<file path="src/rtl/conv_stream_dispatch_pkg.sv">
// Shared constants for the convolution stream dispatcher: command
// encodings on the 4-bit control bus and the default beat width.
package conv_stream_dispatch_pkg;

  // Default stream beat width in bits
  localparam int DATA_W_DEF = 256;

  // Command encodings on the control bus
  localparam logic [3:0] CMD_HOLD    = 4'd0;   // keep current destination
  localparam logic [3:0] CMD_ILL_MAX = 4'd14;  // last code of the illegal range
  localparam logic [3:0] CMD_CLR_ERR = 4'd15;  // clear the sticky error flag

  // True when cmd selects a destination (1..num_dest)
  function automatic logic cmd_is_dest(input logic [3:0] cmd, input logic [3:0] num_dest);
    return (cmd != CMD_HOLD) && (cmd <= num_dest);
  endfunction

  // True when cmd lies in the illegal range (num_dest+1..14)
  function automatic logic cmd_is_illegal(input logic [3:0] cmd, input logic [3:0] num_dest);
    return (cmd > num_dest) && (cmd <= CMD_ILL_MAX);
  endfunction

endpackage

</file>
<file path="src/rtl/conv_stream_dispatch_if.sv">
// Stream bundle for the dispatcher: one upstream stream in, NUM_DEST
// downstream streams out (dest i occupies slice i of m_data/m_valid/m_ready).
interface conv_stream_dispatch_if
  import conv_stream_dispatch_pkg::*;
#(
  parameter int DATA_W   = DATA_W_DEF,
  parameter int NUM_DEST = 4
) ();

  logic [DATA_W-1:0]          s_data;
  logic                       s_valid;
  logic                       s_ready;
  logic [NUM_DEST*DATA_W-1:0] m_data;
  logic [NUM_DEST-1:0]        m_valid;
  logic [NUM_DEST-1:0]        m_ready;

  // Dispatcher side
  modport slave (
    input  s_data, s_valid,
    output s_ready,
    output m_data, m_valid,
    input  m_ready
  );

  // Producer / consumer side
  modport master (
    output s_data, s_valid,
    input  s_ready,
    input  m_data, m_valid,
    output m_ready
  );

endinterface

</file>
<file path="src/rtl/conv_stream_dispatch_stream_reg_slice.sv">
// One-entry valid/ready register slice. Accepts a new beat whenever it
// is empty or its current beat leaves in the same cycle, so a busy
// consumer still sees one beat per cycle with no bubble.
module stream_reg_slice
  import conv_stream_dispatch_pkg::*;
#(
  parameter int DATA_W = DATA_W_DEF
) (
  input  logic              clk,
  input  logic              rst,
  input  logic [DATA_W-1:0] i_data,
  input  logic              i_valid,
  output logic              o_ready,
  output logic [DATA_W-1:0] o_data,
  output logic              o_valid,
  input  logic              i_ready
);

  logic              r_full;
  logic [DATA_W-1:0] r_data;
  logic              w_load;

  assign o_ready = !r_full || i_ready;
  assign w_load  = i_valid && o_ready;
  assign o_valid = r_full;
  assign o_data  = r_data;

  // Occupancy: fill on accept, empty when drained with nothing new arriving
  always_ff @(posedge clk) begin
    if (rst) begin
      r_full <= 1'b0;
    end else if (w_load) begin
      r_full <= 1'b1;
    end else if (i_ready) begin
      r_full <= 1'b0;
    end else begin
      r_full <= r_full;
    end
  end

  // Payload: capture on accept, otherwise hold steady for a stalled consumer
  always_ff @(posedge clk) begin
    if (w_load) begin
      r_data <= i_data;
    end else begin
      r_data <= r_data;
    end
  end

endmodule

</file>
<file path="src/rtl/conv_stream_dispatch.sv">
// Convolution stream dispatcher: steers the upstream beat stream to one
// of NUM_DEST one-entry output slices chosen by the control command,
// delays per-destination start requests, and stretches a layer reset
// for the downstream compute blocks.
module conv_stream_dispatch
  import conv_stream_dispatch_pkg::*;
#(
  parameter int DATA_W      = DATA_W_DEF,
  parameter int NUM_DEST    = 4,
  parameter int START_DELAY = 4,
  localparam int SEL_W      = $clog2(NUM_DEST)
) (
  input  logic                 clk,
  input  logic                 rst,
  input  logic [3:0]           control,
  conv_stream_dispatch_if.slave bus,
  input  logic [NUM_DEST-1:0]  sign,
  output logic [NUM_DEST-1:0]  start,
  input  logic                 next_reg,
  output logic                 sub_rst,
  output logic [SEL_W-1:0]     dest_sel,
  output logic                 dest_err
);

  localparam logic [3:0] NUM_DEST_4 = 4'(NUM_DEST);

  logic [SEL_W-1:0]           r_dest_sel;
  logic                       r_dest_err;
  logic [NUM_DEST-1:0]        r_start_sr [START_DELAY];
  logic                       r_next_d1;
  logic                       r_next_d2;

  logic [SEL_W-1:0]           w_next_sel;
  logic                       w_next_err;
  logic [NUM_DEST-1:0]        w_sel_hit;
  logic [NUM_DEST-1:0]        w_slice_rdy;
  logic [NUM_DEST-1:0]        w_m_valid;
  logic [NUM_DEST*DATA_W-1:0] w_m_data;

  // Command decode: destination select, error set/clear, or hold
  always_comb begin
    w_next_sel = r_dest_sel;
    w_next_err = r_dest_err;
    if (cmd_is_dest(control, NUM_DEST_4)) begin
      w_next_sel = SEL_W'(control - 4'd1);
    end else if (cmd_is_illegal(control, NUM_DEST_4)) begin
      w_next_err = 1'b1;
    end else if (control == CMD_CLR_ERR) begin
      w_next_err = 1'b0;
    end else begin
      w_next_sel = r_dest_sel;
      w_next_err = r_dest_err;
    end
  end

  // Destination select and sticky error registers
  always_ff @(posedge clk) begin
    if (rst) begin
      r_dest_sel <= '0;
      r_dest_err <= 1'b0;
    end else begin
      r_dest_sel <= w_next_sel;
      r_dest_err <= w_next_err;
    end
  end

  // Start shift register: each sign bit reappears START_DELAY cycles later
  always_ff @(posedge clk) begin
    if (rst) begin
      for (int k = 0; k < START_DELAY; k++) begin
        r_start_sr[k] <= '0;
      end
    end else begin
      r_start_sr[0] <= sign;
      for (int k = 1; k < START_DELAY; k++) begin
        r_start_sr[k] <= r_start_sr[k-1];
      end
    end
  end

  // Two-stage delay of the next-layer request feeding sub_rst
  always_ff @(posedge clk) begin
    if (rst) begin
      r_next_d1 <= 1'b0;
      r_next_d2 <= 1'b0;
    end else begin
      r_next_d1 <= next_reg;
      r_next_d2 <= r_next_d1;
    end
  end

  // Only the selected slice sees the upstream valid; the others keep
  // draining independently, so a stalled old destination never blocks.
  for (genvar g = 0; g < NUM_DEST; g++) begin : g_dest
    assign w_sel_hit[g] = bus.s_valid && (r_dest_sel == SEL_W'(g));

    stream_reg_slice #(
      .DATA_W (DATA_W)
    ) u_slice (
      .clk     (clk),
      .rst     (rst),
      .i_data  (bus.s_data),
      .i_valid (w_sel_hit[g]),
      .o_ready (w_slice_rdy[g]),
      .o_data  (w_m_data[g*DATA_W +: DATA_W]),
      .o_valid (w_m_valid[g]),
      .i_ready (bus.m_ready[g])
    );
  end

  assign bus.s_ready = w_slice_rdy[r_dest_sel];
  assign bus.m_valid = w_m_valid;
  assign bus.m_data  = w_m_data;

  assign start    = r_start_sr[START_DELAY-1];
  assign sub_rst  = rst || r_next_d2;
  assign dest_sel = r_dest_sel;
  assign dest_err = r_dest_err;

endmodule

</file>
<file path="src/flat_wrapper.sv">
// flat-port wrapper written by rule: the top's interface ports become plain ports
module conv_stream_dispatch_flat import conv_stream_dispatch_pkg::*;
#(
  parameter int DATA_W      = DATA_W_DEF,
  parameter int NUM_DEST    = 4,
  parameter int START_DELAY = 4,
  localparam int SEL_W      = $clog2(NUM_DEST)
)
  (clk, rst, control, sign, start, next_reg, sub_rst, dest_sel, dest_err, bus_s_data, bus_s_valid, bus_s_ready, bus_m_data, bus_m_valid, bus_m_ready);
  conv_stream_dispatch_if #(.DATA_W(DATA_W), .NUM_DEST(NUM_DEST)) bus_i ();
  input  logic clk;
  input  logic rst;
  input  logic [3:0] control;
  input  logic [NUM_DEST-1:0] sign;
  output logic [NUM_DEST-1:0] start;
  input  logic next_reg;
  output logic sub_rst;
  output logic [SEL_W-1:0] dest_sel;
  output logic dest_err;
  input wire logic [$bits(bus_i.s_data)-1:0] bus_s_data;
  input wire logic [$bits(bus_i.s_valid)-1:0] bus_s_valid;
  output wire logic [$bits(bus_i.s_ready)-1:0] bus_s_ready;
  output wire logic [$bits(bus_i.m_data)-1:0] bus_m_data;
  output wire logic [$bits(bus_i.m_valid)-1:0] bus_m_valid;
  input wire logic [$bits(bus_i.m_ready)-1:0] bus_m_ready;
  assign bus_i.s_data = bus_s_data;
  assign bus_i.s_valid = bus_s_valid;
  assign bus_s_ready = bus_i.s_ready;
  assign bus_m_data = bus_i.m_data;
  assign bus_m_valid = bus_i.m_valid;
  assign bus_i.m_ready = bus_m_ready;
  conv_stream_dispatch #(.DATA_W(DATA_W), .NUM_DEST(NUM_DEST), .START_DELAY(START_DELAY)) u_core (.clk(clk), .rst(rst), .control(control), .bus(bus_i), .sign(sign), .start(start), .next_reg(next_reg), .sub_rst(sub_rst), .dest_sel(dest_sel), .dest_err(dest_err));
endmodule
</file>
<file path="config.mk">
export PLATFORM = sky130hd
export DESIGN_NAME = conv_stream_dispatch_flat
export DESIGN_NICKNAME = d
export VERILOG_FILES = /design/src/rtl/conv_stream_dispatch_pkg.sv /design/src/rtl/conv_stream_dispatch_if.sv /design/src/rtl/conv_stream_dispatch_stream_reg_slice.sv /design/src/rtl/conv_stream_dispatch.sv /design/src/flat_wrapper.sv
export SDC_FILE = /design/constraint.sdc
export NUM_CORES = 1
export LEC_CHECK = 0
export ABC_AREA = 1
export CAP_MARGIN = 10
export CORE_AREA = 5 5 510 512
export CTS_CLUSTER_DIAMETER = 120
export DETAILED_ROUTE_END_ITERATION = 7
export DIE_AREA = 0 0 515 517
export HOLD_SLACK_MARGIN = 0.06
export PLACE_DENSITY = 0.4
export SLEW_MARGIN = 20
export SYNTH_ARGS = -nofsm -noshare
export SYNTH_HDL_FRONTEND = slang
export SYNTH_SLANG_ARGS = --single-unit
</file>
<file path="constraint.sdc">
create_clock -name clk -period 27.9 [get_ports clk]
set_input_delay 5.58 -clock clk [delete_from_list [all_inputs] [get_ports clk]]
set_output_delay 5.58 -clock clk [all_outputs]
set_load 0.1 [all_outputs]
</file>
==> Word level (Yosys, flattened, before mapping) <==
Memory sizes are Yosys's and may differ from the RTL's.
Cells that the tools add are included.
{ "classes": {"add_sub_neg": 1, "magnitude_cmp": 4, "n_eq_ne": 4, "muxes": 19, "n_bitwise": 5, "reduce_logical": 27} }
{ "op_table": {"columns": ["cell", "n"], "rows": [
  ["4-bit 2-to-1 mux", 4],
  ["1-bit 2-to-1 mux", 14],
  ["1-bit logical AND", 10],
  ["2-bit nonzero test", 5],
  ["1-bit logical OR", 5],
  ["2-bit equality test (second input constant)", 2],
  ["4-bit equality test (second input constant)", 1],
  ["4-bit by 3-bit > comparator with 1-bit output (second input constant)", 1],
  ["4-bit by 3-bit <= comparator with 1-bit output (second input constant)", 1],
  ["4-bit <= comparator (second input constant)", 1],
  ["1-bit zero test", 4],
  ["1-bit OR", 4],
  ["4-bit nonzero test", 1],
  ["2-bit by 3-bit less-than comparator with 1-bit output (second input constant)", 1],
  ["1-bit binary-select mux with 2-bit select", 1],
  ["2-bit by 1-bit equality test with 1-bit output (second input constant)", 1],
  ["2-bit zero test", 1],
  ["2-bit AND reduction", 1],
  ["2-bit by 1-bit subtractor with 2-bit output (second input constant)", 1],
  ["1-bit NOT", 1]
]} }
{ "word_totals": {"reg_bits": 1033, "ramBits": 16, "in_bits": 272, "output_inout_bits": 1037, "wordCells": 73, "mem_count": 1} }
{ "mem_list": {"columns": ["name", "depth", "word_bits", "read_ports", "rd_clocked_by_memory_dff", "write_ports", "line_no", "source"], "rows": [
  ["u_core.r_start_sr", 4, 4, 4, 0, 4, "conv_stream_dispatch.sv:29", "logic [NUM_DEST-1:0] r_start_sr [START_DELAY];"]
]} }

==> Logic depth before layout (Yosys ltp) <==
Gate-level depths: netlist (run 1).
{ "logic_depth": {"word_depth": 4, "mapped_depth": 7, "mapped_depth_nobuf": 7} }

==> By module <==
A second synthesis (run 1) with hierarchy kept.
{ "unflattened": {"cells_unflattened": 1147, "area_unflattened_um2": 31706.7} }
{ "modules_own_cells": {"columns": ["mod", "n_inst", "cells_per_inst", "area_each_um2", "seq_area_each_um2"], "rows": [
  ["stream_reg_slice", 4, 262, 7734.9, 7707.4],
  ["conv_stream_dispatch", 1, 99, 767.0, 420.4]
]} }

==> Least setup slack after synthesis (run 1) <==
No wires, ideal clock.
{ "synth_timing": {"path_type": "input to register", "start": "input bus_s_valid", "end": "register u_core.g_dest[3].u_slice.r_data[0] (enable)", "setup_ps": 960, "t_arrival_ps": 18032, "required_ps": 26940, "path_slack_ps": 8909, "stages": 2, "path_buffers": 0, "path_cell_list": "nand3_1 a21oi_1"} }
{ "synth_via": {"elab_chain_cells": 2} }
{ "synth_rtl": {"columns": ["element", "line_no", "source"], "rows": [
  ["from (decl)", "flat_wrapper.sv:21", "input wire logic [$bits(bus_i.s_valid)-1:0] bus_s_valid;"],
  ["1-bit logical AND", "conv_stream_dispatch.sv:95", "assign w_sel_hit[g] = bus.s_valid && (r_dest_sel == SEL_W'(g));"],
  ["1-bit logical AND", "conv_stream_dispatch_stream_reg_slice.sv:24", "assign w_load = i_valid && o_ready;"],
  ["via u_core.g_dest[3].u_slice.w_load", "conv_stream_dispatch_stream_reg_slice.sv:21", "logic w_load;"],
  ["to (signal assigned)", "conv_stream_dispatch_stream_reg_slice.sv:44", "r_data <= i_data;"],
  ["to (signal assigned)", "conv_stream_dispatch_stream_reg_slice.sv:46", "r_data <= r_data;"],
  ["to (decl)", "conv_stream_dispatch_stream_reg_slice.sv:20", "logic [DATA_W-1:0] r_data;"]
]} }
The timed path passes the listed nets, and every way through them passes these cells.
A chain may end at the register's enable or synchronous reset.

==> Worst setup path after layout (run 1) <==
{ "layout_timing": {"start": "input rst", "end": "output sub_rst"} }
{ "layout_via": {"elab_chain_cells": 1} }
{ "layout_rtl": {"columns": ["element", "line_no", "source"], "rows": [
  ["from (decl)", "flat_wrapper.sv:12", "input logic rst;"],
  ["1-bit logical OR", "conv_stream_dispatch.sv:116", "assign sub_rst = rst || r_next_d2;"],
  ["to (decl)", "flat_wrapper.sv:17", "output logic sub_rst;"]
]} }
No other way between the ends.

==> results.yml, run 1 <==
die:
  die_h_um: 517
  design.die.area_um2: 266000
  die-width_um: 515
  floorplan.core_area_um2: 255000
  num_io_pins: 1309
  starting_density_of_the_core: 0.124
  rows: 186
synth:
  synth_area_um2: 31700
  synth_adder_area_share: 0.00118
  count_of_mapped_cells_out_of_synthesis: 1153
  compound_cell_area_share_of_the_yosys_netlist: 0.00217
  synth_common_cells: "1024 x edfxtp_1, 30 x inv_1, 25 x dfxtp_1"
  synth_async_sr_flop_share: 0
  area_share_of_xor_xnor_cells_in_the_synthesized_design: 0
  multiplexer_area_fraction_after_synthesis: 0
  synth_edf_count: 1024
  avg_synthesized_cell_area_um2: 27.5
  synth_seq_cells: 1049
  main_combinational_cell_family_by_area_after_synthesis: "simple AND/OR/NAND/NOR gates"
  synth.top_cells.by_area: "edfxtp_1 97%, dfxtp_1 1.6%, inv_1 0.35%"
  post_synthesis_cell_type_count: 16
  library_cell_occupying_the_most_area_in_the_post_synthesis_netlist: "edfxtp_1"
  synth.net_count: 1428
  synthSimpleGateAreaFrac: 0.00619
  synth-seq-area-share: 0.984
  yosysWarnings: 0
  synthMostInstantiatedCell: "edfxtp_1"
  synth_top_area_share: 0.969
  synth-main-ff-cell: "edfxtp_1"
worst_hold_path:
  hold_path_end: "u_core.r_start_sr[0][14]$_SDFF_PP0_"
  timing.hold.worst.start: "u_core.r_start_sr[0][10]$_SDFF_PP0_"
  worst_hold_path.num_cells: 2
  worst_hold_path_type: "flip-flop to flip-flop"
clock_network:
  cts-htree-levels: 3
  postCtsHoldBufs: 0
  maximum_buffer_depth_of_the_clock_tree: 3
  worst_setup_hold_path_clk_slew_ps: 70
  cts.sinks: 1049
  clk_latency_ps: 770
  clockRootBuffer: "clkbuf_16"
  tritoncts: "done"
  cts_setup_buffers: 0
  tritoncts.num_buffers: 118
  ctsResizeCount: 0
routing:
  routed_wl_um: 157000
  via_per_inst: 2.96
  drt-wirelength-per-cell_um: 25.8
  antenna_violating_nets_post_route: 0
  route.layer.met1.wl_um: 62400
  drc_errors: 0
  met3WireLength_um: 21200
  drt-initial-drc-count: 1348
  top_signal_layer_used: "met5"
  routed_vias: 18000
  first_pass_iters: 5
  met2_wirelength_um: 68000
global_route:
  grt_pass1_wl_um: 194000
  global_route.usage.total: 0.111
  grt_overflow: 0
  antenna_found_initial: 88
  first_global_vias: 18500
  grt_max_degree: 100
sta:
  maxClockFrequency_mhz: 77.5
  rsz0062_at_grt: "false"
  worst_clock_skew_ps: 38.0
  slew_violations: 0
  slew_at_the_pin_with_the_worst_max_slew_slack_ps: 1180
  final.period_utilization: 0.463
  final.min_clock_period_ps: 12910
  setup_failing_eps_final: 0
  hold_viol: 0
  timing.setup.tns_ps: 0
  maxSlewHeadroom: 0.214
critical_path:
  crit-reg2reg-launch: "u_core.dest_sel[1]$_SDFFE_PP0P_"
  worst_setup_path_start_kind: "input port"
  rr_worst_depth: 6
  cp-end-kind: "primary output"
  regToRegEndpoint: "u_core.g_dest[1].u_slice.o_data[95]$_DFFE_PP_"
  reg2reg_slack_ps: 23560
  worstPathArrival_ps: 7330
  critPathMaxFanout: 25
  criticalPathCategory: "input port to primary output"
  timing.critical_path.required_ps: 22320
pwr:
  p_leak_nw: 17.0
  fin_total_pwr_mw: 4.02
  power_per_cell_area_nw_per_um2: 75.7
  ir_worst_vdd_mv: 0.0535
finish:
  number_of_inserted_filler_cells_in_the_final_layout: 26800
  final_design_area_no_fill_um2: 53100
  drive_gt1_frac: 0.0974
  areaGrowthSynthToFinish_pct: 67.1
  count_of_nets_after_finishing: 2865
placed_design:
  total_of_buffers_placed_on_input_and_output_ports: 1308
  placed_area_um2: 49100
  place.detailed.hpwl_um: 125000
  routabilityCongestion: 0.793
job:
  max_cap_viol_count: 0
run_status:
  result_of_the_run: "finished clean"
==> per-layer routing <==
| layer | track usage | vias up |
|---|---|---|
| met4 | 0.0370 | 38 |
| li1 | - | 7516 |
| met3 | 0.0625 | 265 |
| met2 | 0.169 | 1214 |
| met5 | 0 | - |
| met1 | 0.132 | 9000 |
==> per-stage QoR <==
stage	instances	util	hold WS, ps	setup WS [ps]
after floorplan	1153	-	388	8910
after global placement	5854	0.192	389	14200
after detailed placement	5854	0.192	393	14180
after CTS	6075	0.208	379	14170
after global routing	6076	0.208	401	14890
final	6087	0.208	387	14990
==> cell type report <==
cell class              instances  area, µm²  share of cell area
flip-flops and latches       1049      31300               0.589
diodes                         12       30.0            0.000566
repair buffers               1328      13100               0.248
multi-input cells              62        348             0.00656
well taps                    3384       4230              0.0798
clock inverters                76        777              0.0146
inverters                      31        116             0.00219
clock buffers                 145       3160              0.0595
==> worst max-delay path by stage <==
stage / start / to / slack [ps] / cells after the start
final: rst / sub_rst / 14990 / 3
after floorplan: bus_s_valid / u_core.g_dest[3].u_slice.o_data[0]$_DFFE_PP_ / 8910 / 2
after global routing: bus_m_ready[3] / bus_s_ready / 14890 / 8
after detailed placement: rst / sub_rst / 14180 / 3
after CTS: rst / sub_rst / 14170 / 3
after global placement: rst / sub_rst / 14200 / 3
==> report_power, final <==
part           switching [mW]  internal (mW)  total [mW]
clock                   0.673          0.907        1.58
sequential             0.0157           1.80        1.82
combinational           0.503          0.117       0.620
==> cells by family (layout without fill, tap and decap cells) <==
logic type,after synthesis,after routing
flops,1049,1049
simple gates,46,46
buf+inv,42,1580
compound gates,13,13
fa+ha+maj,3,3
other cells,0,12
==> flip-flops by register name (all words and copies together) (netlist names) <==
register	cells
u_core.g_dest.u_slice.o_data	1024
u_core.r_start_sr	16
u_core.g_dest.u_slice.o_valid	4
u_core.dest_sel	2
u_core.dest_err	1
u_core.r_next_d1	1
u_core.r_next_d2	1
==> layout by cell type (no fill, tap or decap), types with 2 or more instances in the layout <==
| master | count |
|---|---|
| clkdlybuf4s50_1 | 1250 |
| edfxtp_1 | 1024 |
| clkbuf_16 | 121 |
| buf_4 | 70 |
| inv_1 | 30 |
| clkinv_1 | 25 |
| dfxtp_1 | 25 |
| nor2_1 | 21 |
| clkbuf_1 | 20 |
| clkinv_2 | 19 |
| nand2_1 | 14 |
| diode_2 | 12 |
| bufinv_16 | 11 |
| a21oi_1 | 8 |
| clkinvlp_4 | 7 |
| nand3_1 | 6 |
| clkinv_4 | 5 |
| a21oi_4 | 4 |
| clkinv_16 | 4 |
| clkbuf_8 | 4 |
| inv_6 | 4 |
| buf_2 | 4 |
| buf_12 | 4 |
| ha_1 | 3 |
| nand4_1 | 2 |
==> worst max-delay path: stages <==
cell	delay, ps
buf_2	440
or2_1	170
clkdlybuf4s50_1	1130
No activity file was read; power rests on OpenSTA's default activity.
==> inputs of run 2 (changes only) <==
--- a/config.mk
+++ b/config.mk
@@ -7,10 +7,10 @@
 export LEC_CHECK = 0
 export ABC_AREA = 1
 export CAP_MARGIN = 10
-export CORE_AREA = 5 5 510 512
+export CORE_AREA = 5 5 512 514
 export CTS_CLUSTER_DIAMETER = 120
 export DETAILED_ROUTE_END_ITERATION = 7
-export DIE_AREA = 0 0 515 517
+export DIE_AREA = 0 0 517 519
 export HOLD_SLACK_MARGIN = 0.06
 export PLACE_DENSITY = 0.4
 export SLEW_MARGIN = 20
==> constraint.sdc (replaced) <==
create_clock -name clk -period 12.75 [get_ports clk]
set_input_delay 2.55 -clock clk [delete_from_list [all_inputs] [get_ports clk]]
set_output_delay 2.55 -clock clk [all_outputs]
set_load 0.1 [all_outputs]
==> run 2 against run 1 <==
  * First-iteration DRC count down 4.5%
  * Critical path depth is 5 higher
  * Utilization down 0.064 points
  * Cell count rose by 0.13%
  * Sequential power increased by 120%
  * Global-route usage rose by 0.62 points
  * Die area is 0.78% higher
  * Setup slack worse by 9400 ps
  * Routed wire length is 5.3% higher
  * Via count grew 0.32%
  * Largest power group unchanged
==> results.yml, run 2 (synthesis results as in run 1) <==
finish:
  most-common-layout-cells: "1239 x clkdlybuf4s50_1, 1024 x edfxtp_1, 121 x clkbuf_16"
  max_ffs_per_register: 1024
  drive_gt1_frac: 0.104
  final_common_cell: "clkdlybuf4s50_1"
  final_design_area_no_fill_um2: 53100
  fin_util: 0.207
  areaGrowthSynthToFinish_pct: 67.4
  number_of_inserted_filler_cells_in_the_final_layout: 27000
  count_of_nets_after_finishing: 2867
sta:
  slew_at_the_pin_with_the_worst_max_slew_slack_ps: 1220
  setup_failing_eps_final: 0
  slew_violations: 0
  maxClockFrequency_mhz: 139
  timing.setup.tns_ps: 0
  rsz0062_at_grt: "false"
  hold_viol: 0
  worst_clock_skew_ps: 47.4
  final.period_utilization: 0.565
  maxSlewHeadroom: 0.187
  final.min_clock_period_ps: 7210
global_route:
  grt_overflow: 0
  first_global_vias: 18400
  grt_pass1_wl_um: 205000
  global_route.usage.total: 0.117
  antenna_found_initial: 97
  grt_max_degree: 105
die:
  design.die.area_um2: 268000
  starting_density_of_the_core: 0.124
  rows: 186
  die_h_um: 519
  floorplan.core_area_um2: 256000
  num_io_pins: 1309
  die-width_um: 517
clock_network:
  tritoncts.num_buffers: 120
  postCtsHoldBufs: 0
  worst_setup_hold_path_clk_slew_ps: 50
  ctsResizeCount: 0
  maximum_buffer_depth_of_the_clock_tree: 3
  clockRootBuffer: "clkbuf_16"
  clk_latency_ps: 790
  cts.sinks: 1049
  tritoncts: "done"
  cts-htree-levels: 3
  cts_setup_buffers: 0
routing:
  routed_wl_um: 165000
  drt-initial-drc-count: 1287
  via_per_inst: 2.97
  antenna_violating_nets_post_route: 0
  first_pass_iters: 5
  drc_errors: 0
  routed_vias: 18100
  drt-wirelength-per-cell_um: 27.1
critical_path:
  worstPathArrival_ps: 4660
  worst_setup_path_start_kind: "input port"
  critical-path-max-stage-delay_ps: 1160
  path_delay_family: "buffers and inverters"
  critical_path.slowest_cell: "clkdlybuf4s50_1"
  criticalPathCategory: "input port to primary output"
  cp-end-kind: "primary output"
  worstPathCellList: "clkdlybuf4s50_1, inv_1, nand2_1, nand2_1, nand2_1, nor2_1, a21oi_1, clkdlybuf4s50_1"
  critPathBufInv: 3
  critPathMaxFanout: 2
  crit_path_frequent_cell: "nand2_1"
  timing.critical_path.required_ps: 10200
run_status:
  result_of_the_run: "finished clean"
pwr:
  ir_worst_vdd_mv: 0.129
  power_per_cell_area_nw_per_um2: 167
  p_leak_nw: 17.1
placed_design:
  total_of_buffers_placed_on_input_and_output_ports: 1308
  place.detailed.hpwl_um: 132000
  routabilityCongestion: 0.779
  placed_area_um2: 49100
worst_hold_path:
  worst_hold_path_type: "flip-flop to flip-flop"
job:
  max_cap_viol_count: 0
==> run 2: cell count changes in the layout (fill, tap and decap cells not counted), moves of 3 or more <==
cell / before / now
clkdlybuf4s50_1: 1250 / 1239
buf_4: 70 / 80
clkinv_1: 25 / 19
clkbuf_1: 20 / 24
diode_2: 12 / 16
clkinv_2: 19 / 22
inv_8: 0 / 3
==> run 2: final timing paths <==
path	from	end	slack, ps	cells past startpoint
hold / removal	u_core.r_start_sr[0][10]$_SDFF_PP0_	u_core.r_start_sr[0][14]$_SDFF_PP0_	370	2
setup / recovery	bus_m_ready[3]	bus_s_ready	5540	8
setup reg to reg	u_core.dest_sel[1]$_SDFFE_PP0P_	u_core.g_dest[1].u_slice.o_data[7]$_DFFE_PP_	9360	6
hold reg to reg	u_core.r_start_sr[0][10]$_SDFF_PP0_	u_core.r_start_sr[0][14]$_SDFF_PP0_	370	2
==> run 2: metal layers <==
layer  GRT usage  wire [µm]  share of wire
met5           0        159        0.00096
met4      0.0279       3850          0.023
met3      0.0677      22700           0.14
met1       0.136      64600           0.39
met2       0.186      73900           0.45
==> run 2: layout make-up <==
cell class	count	area (µm²)	area share
Multi-Input combinational cell	62	348	0.00655
Clock buffer	148	3160	0.0595
Antenna cell	16	40.0	0.000754
Timing Repair Buffer	1328	13100	0.247
Inverter	31	116	0.00219
Tap cell	3384	4230	0.0797
Sequential cell	1049	31300	0.588
Clock inverter	77	875	0.0165
==> run 2: worst reg2reg max path: cells and delay by family (launching register included) <==
family | cells | cell delay (ps)
simple gates | 1 | 170
buf+inv | 4 | 2160
flops | 1 | 370
compound gates | 1 | 200
==> run 2: where the power goes <==
group,leakage [nW],switching (mW),internal [mW],total [mW]
clock network,1.96,1.50,2.03,3.53
registers,9.59,0.0345,3.94,3.98
logic,5.55,1.10,0.258,1.36
total,17.1,2.64,6.23,8.87
==> run 2: stage by stage <==
step	power [mW]	std cells	hold slack [ps]	setup WS (ps)
after global placement	5.44	5854	390	5480
after CTS	9.04	6079	390	5540
after detailed placement	5.44	5854	395	5540
final	8.87	6095	369	5540
after floorplan	4.97	1153	388	2580
after global routing	9.20	6084	419	5450
